<file path="config.mk">
export PLATFORM = sky130hd
export DESIGN_NAME = spi_frame_master
export DESIGN_NICKNAME = d
export VERILOG_FILES = /design/src/rtl/spi_frame_master_pkg.sv /design/src/rtl/spi_frame_master_clk_divider.sv /design/src/rtl/spi_frame_master.sv
export SDC_FILE = /design/constraint.sdc
export NUM_CORES = 1
export LEC_CHECK = 0
export ABC_AREA = 1
export CORE_MARGIN = 4
export CORE_UTILIZATION = 45
export CTS_CLUSTER_SIZE = 20
export DETAILED_ROUTE_END_ITERATION = 10
export GPL_TIMING_DRIVEN = 1
export PLACE_DENSITY = 0.66
export REMOVE_ABC_BUFFERS = 1
export SLEW_MARGIN = 30
export SYNTH_ARGS = -nofsm -noshare
export SYNTH_HDL_FRONTEND = slang
export SYNTH_SLANG_ARGS = --single-unit
export TNS_END_PERCENT = 50
</file>
<file path="constraint.sdc">
create_clock -name sclk -period 3.5 [get_ports sclk]
set_input_delay 0.875 -clock sclk [delete_from_list [all_inputs] [get_ports sclk]]
set_output_delay 0.875 -clock sclk [all_outputs]
set_load 0.005 [all_outputs]
</file>
<file path="src/rtl/spi_frame_master_pkg.sv">
// Shared types and constants for the 16-bit SPI frame master.
package spi_frame_master_pkg;

    localparam int SPI_WORD_W = 16;
    localparam logic [SPI_WORD_W-1:0] CMD_TOGGLE = 16'hFFFF;

    typedef enum logic [2:0] {
        ST_IDLE,
        ST_SETUP,
        ST_HIGH,
        ST_LOW,
        ST_DONE,
        ST_GAP
    } state_e;

endpackage

</file>
<file path="src/rtl/spi_frame_master_clk_divider.sv">
// Phase timer: tick_o marks the last sclk cycle of each CLK_DIV-long phase.
module spi_clk_divider #(
    parameter int CLK_DIV = 4
) (
    input  logic sclk,
    input  logic rst,
    input  logic phase_en_i,
    input  logic restart_i,
    output logic tick_o
);

    logic [7:0] cnt_q, cnt_d;

    always_comb begin
        tick_o = phase_en_i && (cnt_q == 8'(CLK_DIV - 1));
        cnt_d  = cnt_q + 8'd1;
        // Wrapping on the tick lets the next phase start at zero without a restart.
        if (restart_i || !phase_en_i || tick_o) begin
            cnt_d = '0;
        end
    end

    always_ff @(posedge sclk) begin
        if (rst) begin
            cnt_q <= '0;
        end else begin
            cnt_q <= cnt_d;
        end
    end

endmodule

</file>
<file path="src/rtl/spi_frame_master.sv">
// SPI master sending one 16-bit word per frame, MSB first, capturing the echo.
// Optional LOOPBACK_CHECK_EN adds a sticky loop_err output.
module spi_frame_master
    import spi_frame_master_pkg::*;
#(
    parameter int CLK_DIV    = 4,
    parameter int GAP_CYCLES = 2
) (
    input  logic                  sclk,
    input  logic                  rst,
    input  logic [SPI_WORD_W-1:0] tx_data,
    input  logic                  tx_valid,
    output logic                  tx_ready,
    output logic                  spi_clk,
    output logic                  spi_mosi,
    output logic                  spi_cs,
    input  logic                  spi_miso,
    output logic [SPI_WORD_W-1:0] rx_data,
    output logic                  rx_valid,
    output logic                  busy
`ifdef LOOPBACK_CHECK_EN
    ,
    output logic                  loop_err
`endif
);

    state_e                  state_q, state_d;
    logic [3:0]              bit_q, bit_d;
    logic [7:0]              gap_q, gap_d;
    logic [SPI_WORD_W-1:0]   tx_sr_q, tx_sr_d;
    logic [SPI_WORD_W-1:0]   rx_sr_q, rx_sr_d;
    logic [SPI_WORD_W-1:0]   rx_data_q, rx_data_d;
    logic                    rx_valid_q, rx_valid_d;
    logic                    spi_clk_q, spi_clk_d;
    logic                    spi_cs_q, spi_cs_d;
    logic                    accept;
    logic                    phase_en;
    logic                    tick;

    assign accept   = tx_valid && (state_q == ST_IDLE);
    assign phase_en = (state_q == ST_SETUP) || (state_q == ST_HIGH) || (state_q == ST_LOW);

    spi_clk_divider #(
        .CLK_DIV (CLK_DIV)
    ) u_div (
        .sclk       (sclk),
        .rst        (rst),
        .phase_en_i (phase_en),
        .restart_i  (accept),
        .tick_o     (tick)
    );

    always_comb begin
        state_d   = state_q;
        bit_d     = bit_q;
        gap_d     = gap_q;
        tx_sr_d   = tx_sr_q;
        rx_sr_d   = rx_sr_q;
        rx_data_d = rx_data_q;
        case (state_q)
            ST_IDLE: begin
                if (accept) begin
                    state_d = ST_SETUP;
                    tx_sr_d = tx_data;
                    rx_sr_d = '0;
                    bit_d   = '0;
                end
            end
            ST_SETUP: begin
                if (tick) state_d = ST_HIGH;
            end
            ST_HIGH: begin
                // Falling edge: capture the echoed bit and present the next one.
                if (tick) begin
                    state_d = ST_LOW;
                    tx_sr_d = {tx_sr_q[SPI_WORD_W-2:0], 1'b0};
                    rx_sr_d = {rx_sr_q[SPI_WORD_W-2:0], spi_miso};
                end
            end
            ST_LOW: begin
                if (tick) begin
                    if (bit_q == 4'd15) begin
                        state_d   = ST_DONE;
                        rx_data_d = rx_sr_q;
                    end else begin
                        state_d = ST_HIGH;
                        bit_d   = bit_q + 4'd1;
                    end
                end
            end
            ST_DONE: begin
                state_d = ST_GAP;
                gap_d   = '0;
            end
            ST_GAP: begin
                if (gap_q == 8'(GAP_CYCLES - 1)) begin
                    state_d = ST_IDLE;
                end else begin
                    gap_d = gap_q + 8'd1;
                end
            end
            default: state_d = ST_IDLE;
        endcase

        // Pin-level outputs are registered copies of the next-state decode.
        spi_clk_d  = (state_d == ST_HIGH);
        spi_cs_d   = (state_d == ST_SETUP) || (state_d == ST_HIGH) || (state_d == ST_LOW);
        rx_valid_d = (state_d == ST_DONE);
    end

    always_ff @(posedge sclk) begin
        if (rst) begin
            state_q    <= ST_IDLE;
            bit_q      <= '0;
            gap_q      <= '0;
            tx_sr_q    <= '0;
            rx_sr_q    <= '0;
            rx_data_q  <= '0;
            rx_valid_q <= 1'b0;
            spi_clk_q  <= 1'b0;
            spi_cs_q   <= 1'b0;
        end else begin
            state_q    <= state_d;
            bit_q      <= bit_d;
            gap_q      <= gap_d;
            tx_sr_q    <= tx_sr_d;
            rx_sr_q    <= rx_sr_d;
            rx_data_q  <= rx_data_d;
            rx_valid_q <= rx_valid_d;
            spi_clk_q  <= spi_clk_d;
            spi_cs_q   <= spi_cs_d;
        end
    end

    assign tx_ready = (state_q == ST_IDLE);
    assign busy     = (state_q != ST_IDLE);
    assign spi_clk  = spi_clk_q;
    assign spi_cs   = spi_cs_q;
    assign spi_mosi = tx_sr_q[SPI_WORD_W-1];
    assign rx_data  = rx_data_q;
    assign rx_valid = rx_valid_q;

`ifdef LOOPBACK_CHECK_EN
    logic [SPI_WORD_W-1:0] tx_copy_q;
    logic                  loop_err_q;

    // Compared on the edge into DONE so loop_err rises together with rx_valid.
    always_ff @(posedge sclk) begin
        if (rst) begin
            tx_copy_q  <= '0;
            loop_err_q <= 1'b0;
        end else begin
            if (accept) tx_copy_q <= tx_data;
            if ((state_q == ST_LOW) && (state_d == ST_DONE) && (rx_sr_q != tx_copy_q)) begin
                loop_err_q <= 1'b1;
            end
        end
    end

    assign loop_err = loop_err_q;
`endif

endmodule

</file>
==> results of run 1 <==
-- critical path, cell delays in order (launching register included) --
cell and delay, ps:
dfxtp_1 420, nor2_2 190, nand2_2 80, inv_2 80
clkdlybuf4s50_1 500
-- per-layer routing --
layer / wire length, µm / GRT usage / vias to the layer above / share of wire
met1: 3240 / 0.200 / 1218 / 0.51
met5: 0 / 0 / - / 0
met2: 2820 / 0.255 / 48 / 0.44
met3: 226 / 0.0295 / 10 / 0.035
met4: 110 / 0.0780 / 0 / 0.017
li1: - / - / 1446 / -
-- cell usage after synthesis --
library cell   n
buf_4          4
buf_1          3
o21ai_0       34
xor2_1         2
a211oi_1       1
a21oi_1       51
nand2_2        3
inv_1         44
nor3_1         7
ha_1           4
nand3b_2       1
or2_2          1
nor4_1         1
buf_6          2
and3_1         1
nor2_1        43
nor2_4         1
nand4_1        3
clkbuf_1       4
nand3_1       29
o21ai_1        8
nand2_1       69
dfxtp_1       74
nand2_4        2
inv_2          6
o211a_1       13
buf_2          5
nor2_2         3
clkbuf_2       1
-- final timing paths --
path                             startpoint          end  slack (ps)  cells past startpoint
worst max-delay path             state_q[0]     tx_ready        1010                      4
worst min-delay path            rx_data[15]  rx_data[15]         450                      2
worst max register to register   state_q[1]  tx_sr_q[14]        1280                      8
worst min register to register  rx_data[15]  rx_data[15]         450                      2
-- power by group through the flow --
stage / Sequential, mW / Combinational [mW] / Clock (mW)
detailed placement: 0.937 / 0.202 / 0
global route: 0.925 / 0.229 / 0.647
CTS: 0.918 / 0.203 / 0.616
floorplan: 0.930 / 0.131 / 0
finish: 0.918 / 0.202 / 0.597
global placement: 0.937 / 0.199 / 0
-- state kept, by name, indices dropped and copies added, names as in the netlist --
signal       cells
tx_sr_q         16
rx_valid         1
bit_q            4
spi_cs           1
spi_clk          1
state_q          3
u_div.cnt_q      8
rx_sr_q         16
gap_q            8
rx_data         16
-- final cells by class --
type,instances,area [µm²],area share
clock buffers,11,141,0.0373
clock inverters,5,40.0,0.0106
well taps,96,120,0.0317
flip-flops and latches,74,1480,0.390
multi-input cells,277,1390,0.367
repair buffers,44,433,0.114
inverters,50,188,0.0495
-- metrics by stage --
step,hold WS (ps),instances
2_1_floorplan,417,401
6_report,447,557
3_5_place_dp,438,541
4_1_cts,451,557
5_1_grt,468,557
3_3_place_gp,434,541
-- cell families (layout without fill, tap and decap cells) --
group,Yosys count,in the layout,synth area share
adder cells (fa/ha/maj),4,4,0.0158
flip-flops,74,74,0.467
XOR/XNOR,2,2,0.00553
AND/OR/NAND/NOR,164,164,0.227
buffers and inverters,69,110,0.0936
AO/OA/AOI/OAI,107,107,0.190
==> run metrics, run 1 <==
final cell utilization of the core=0.555; Die W=91.9 µm; synth warn=0; Hold Buf Count CTS=0; Rel. slew slack=0.594; Die H=91.9 µm; H-tree depth=3; Rows=30; Mapped Avg Cell Area=7.55 µm²; Fin. Hold Viols=0; routed vias=2722; area leader, netlist=dfxtp_1; top post-synthesis cells by area=dfxtp_1 47%, nand2_1 8.2%, a21oi_1 8.1%; via/cell ratio=4.89; CTS clock-pin slew for the worst setup and hold paths=80 ps; commonest non-fill, non-tap cell in the layout=dfxtp_1; crit path max fanout=7; Final Max Slew Viols=0; Achievable Freq=402 MHz; Total Routed Length=6390 µm; clock latency on the worst-skew pair=340 ps; startpoint types=flip-flop; Period minus WS final=2490 ps; routed len/inst=11.5 µm; outcome=completed; # DRC=0; Post-Synthesis Cells=420; Worst Skew=11.3 ps; combinational share of power=0.118; GPL Wtd Cong=0.823; initial antenna violation count=0; fin crit share=0.711; commonest cells after routing, fill and taps aside=74 x dfxtp_1, 69 x nand2_1, 51 x a21oi_1; Post-DRT Antenna Nets=0; register area share after synthesis=0.467; sw power=0.463 mW; final setup violation count=0; HPWL Detailed=4310 µm; GRT overflow=0; vias in the first global route=2492; CTS tree=yes; Buffers on Ports=41; final setup margin=1010 ps; Pwr Total=1.72 mW; starting density of the core=0.464; setup tns final=0 ps; DR iter-0 viols=123; worst-margin pin slew=605 ps; total CTS buffers=9; critical path endpoint category=output port; critical path type=flip-flop to output port; Cell Pwr Density=452 nW/µm²; largest net degree at the start of global routing=47; Pint=1.25 mW; Seq pwr share=0.535; core area=6830 µm²; first-pass GRT wire length=10900 µm; DR pass1 iterations=5; Syn-to-layout area delta=19.7%; # nets final=480; RSZ-0062 raised after global routing=false; overall routing resource usage=0.157; DP Area=3610 µm²; Arr. time, crit path=1610 ps; Post CTS Setup Buffer Count=0; CTS Sinks=74; Hold Crit Class=flip-flop to flip-flop; mapped cell area=3170 µm²; CTS max path bufs=2; Die ar.=8450 µm²; synth unique cells=29; Switching Fraction=0.270; filler instances=701; Antenna Cells=0; max-cap violations=0; Max VDD drop=0.197 mV; cell leakage power=1.59 nW; design area=3790 µm²; Post-CTS Resized=0; fraction of layout cells with a size suffix above 1=0.0759; WP data required=2620 ps; dpl ws=984 ps; top cell type's share of synthesized area=0.467; root buffer cell=clkbuf_8; I/O pins=42; Clock power frac=0.348; #FFs+latches synth=74
No activity file was read; power rests on OpenSTA's default activity.
==> run 2, diff against run 1 <==
PLACE_DENSITY = 0.69   (was 0.66)
clock period = 2.2 ns   (was 3.5 ns; I/O delays follow)
==> run metrics, run 2 (synthesis results as in run 1) <==
outcome=completed; Buffers on Ports=41; core area=6830 µm²; DR iter-0 viols=138; dpl ws=321 ps; max-cap violations=0; GPL Wtd Cong=0.804; # nets final=485; Achievable Freq=470 MHz; Worst Skew=6.95 ps; Worst Setup EP=tx_ready; Die W=91.9 µm; total CTS buffers=9; Switching Fraction=0.250; crit path max fanout=6; Syn-to-layout area delta=22.2%; Worst Reg-to-Reg Cells=7; via/cell ratio=4.95; critical path endpoint category=output port; final setup violation count=0; Hold Buf Count CTS=0; startpoint types=flip-flop; RSZ-0062 raised after global routing=false; largest net degree at the start of global routing=31; Cell Pwr Density=754 nW/µm²; Rows=30; CTS tree=yes; vias in the first global route=2595; flop2flop setup slack=430 ps; Fin. Hold Viols=0; CTS clock-pin slew for the worst setup and hold paths=80 ps; RR Startpoint=u_div.cnt_q[0]; HPWL Detailed=4520 µm; fraction of layout cells with a size suffix above 1=0.0860; GRT overflow=0; clock latency on the worst-skew pair=350 ps; Hold Crit Class=flip-flop to flip-flop; sw power=0.730 mW; final cell utilization of the core=0.567; routed len/inst=11.7 µm; Total Routed Length=6560 µm; fin crit share=0.966; cell leakage power=1.64 nW; routed vias=2778; commonest cells after routing, fill and taps aside=73 x dfxtp_1, 69 x nand2_1, 51 x a21oi_1; Post-DRT Antenna Nets=0; Crit Reg-Reg Endpoint=rx_data[8]; first-pass GRT wire length=11100 µm; # DRC=0; Max VDD drop=0.366 mV; Period minus WS final=2130 ps; combinational share of power=0.115; I/O pins=42; Hold WS=444 ps; Pint=2.19 mW; CP Cell Sequence=nor2_2 -> nand2_2 -> inv_2 -> clkdlybuf4s50_1; root buffer cell=clkbuf_8; DR pass1 iterations=5; CTS Sinks=74; overall routing resource usage=0.159; CTS max path bufs=2; Clock power frac=0.385; WP data required=1650 ps; Arr. time, crit path=1580 ps; Rel. slew slack=0.699; Die ar.=8450 µm²; commonest non-fill, non-tap cell in the layout=dfxtp_1; H-tree depth=3; final setup margin=74.2 ps; critical path type=flip-flop to output port; Seq pwr share=0.500; initial antenna violation count=0; setup tns final=0 ps; starting density of the core=0.464; Final Max Slew Viols=0; CP max stage delay=510 ps; worst-margin pin slew=450 ps; Die H=91.9 µm; Worst setup startpoint=state_q[1]; Pwr Total=2.92 mW; Antenna Cells=0; Critical Path Slowest Stage Cell=clkdlybuf4s50_1
-- run 2: worst min path at each step --
stage                          end  slack [ps]           start  depth (start not counted)
finish                  rx_data[4]         440      rx_data[4]                          2
global placement       rx_data[14]         430     rx_data[14]                          2
CTS                     rx_data[4]         450      rx_data[4]                          2
global route            rx_data[2]         470      rx_data[2]                          2
detailed placement      rx_data[4]         440      rx_data[4]                          2
floorplan           u_div.cnt_q[0]         420  u_div.cnt_q[0]                          1
-- run 2: layout make-up --
cell class | count | area (µm²)
Clock buffer | 10 | 128
Clock inverter | 5 | 80.1
Fill cell | 666 | 2960
Inverter | 50 | 188
Multi-Input combinational cell | 277 | 1390
Sequential cell | 74 | 1480
Tap cell | 96 | 120
Timing Repair Buffer | 49 | 483
-- run 2: power by group through the flow --
stage | combinational (mW) | sequential [mW] | clock, mW
final | 0.336 | 1.46 | 1.12
after global routing | 0.380 | 1.47 | 1.21
after CTS | 0.339 | 1.46 | 1.14
after detailed placement | 0.337 | 1.49 | 0
after global placement | 0.330 | 1.49 | 0
after floorplan | 0.208 | 1.48 | 0
-- run 2: timing repair --
| action | in CTS | in global routing |
|---|---|---|
| buffers inserted | 0 | 0 |
| setup endpoints to repair | 0 | 1 |
| resized for setup | 0 | 1 |
-- run 2: metal layers --
layer | wire length [µm] | global-route usage | part of all wire | vias up
met3 | 327 | 0.0312 | 0.050 | 7
met2 | 3020 | 0.260 | 0.46 | 52
met4 | 99 | 0.0780 | 0.015 | 0
li1 | - | - | - | 1455
met5 | 0 | 0 | 0 | -
met1 | 3120 | 0.202 | 0.48 | 1264
-- run 2: stage by stage --
stage | cells | cell area, µm²
floorplan | 401 | 3060
global placement | 546 | 3660
detailed placement | 546 | 3660
CTS | 561 | 3870
global route | 561 | 3870
finish | 561 | 3870
-- run 2: worst max-delay path: cells and delay by family, from the launching register on --
kind / cells / cell delay (ps)
flops: 1 / 370
buf+inv: 2 / 600
simple gates: 2 / 260
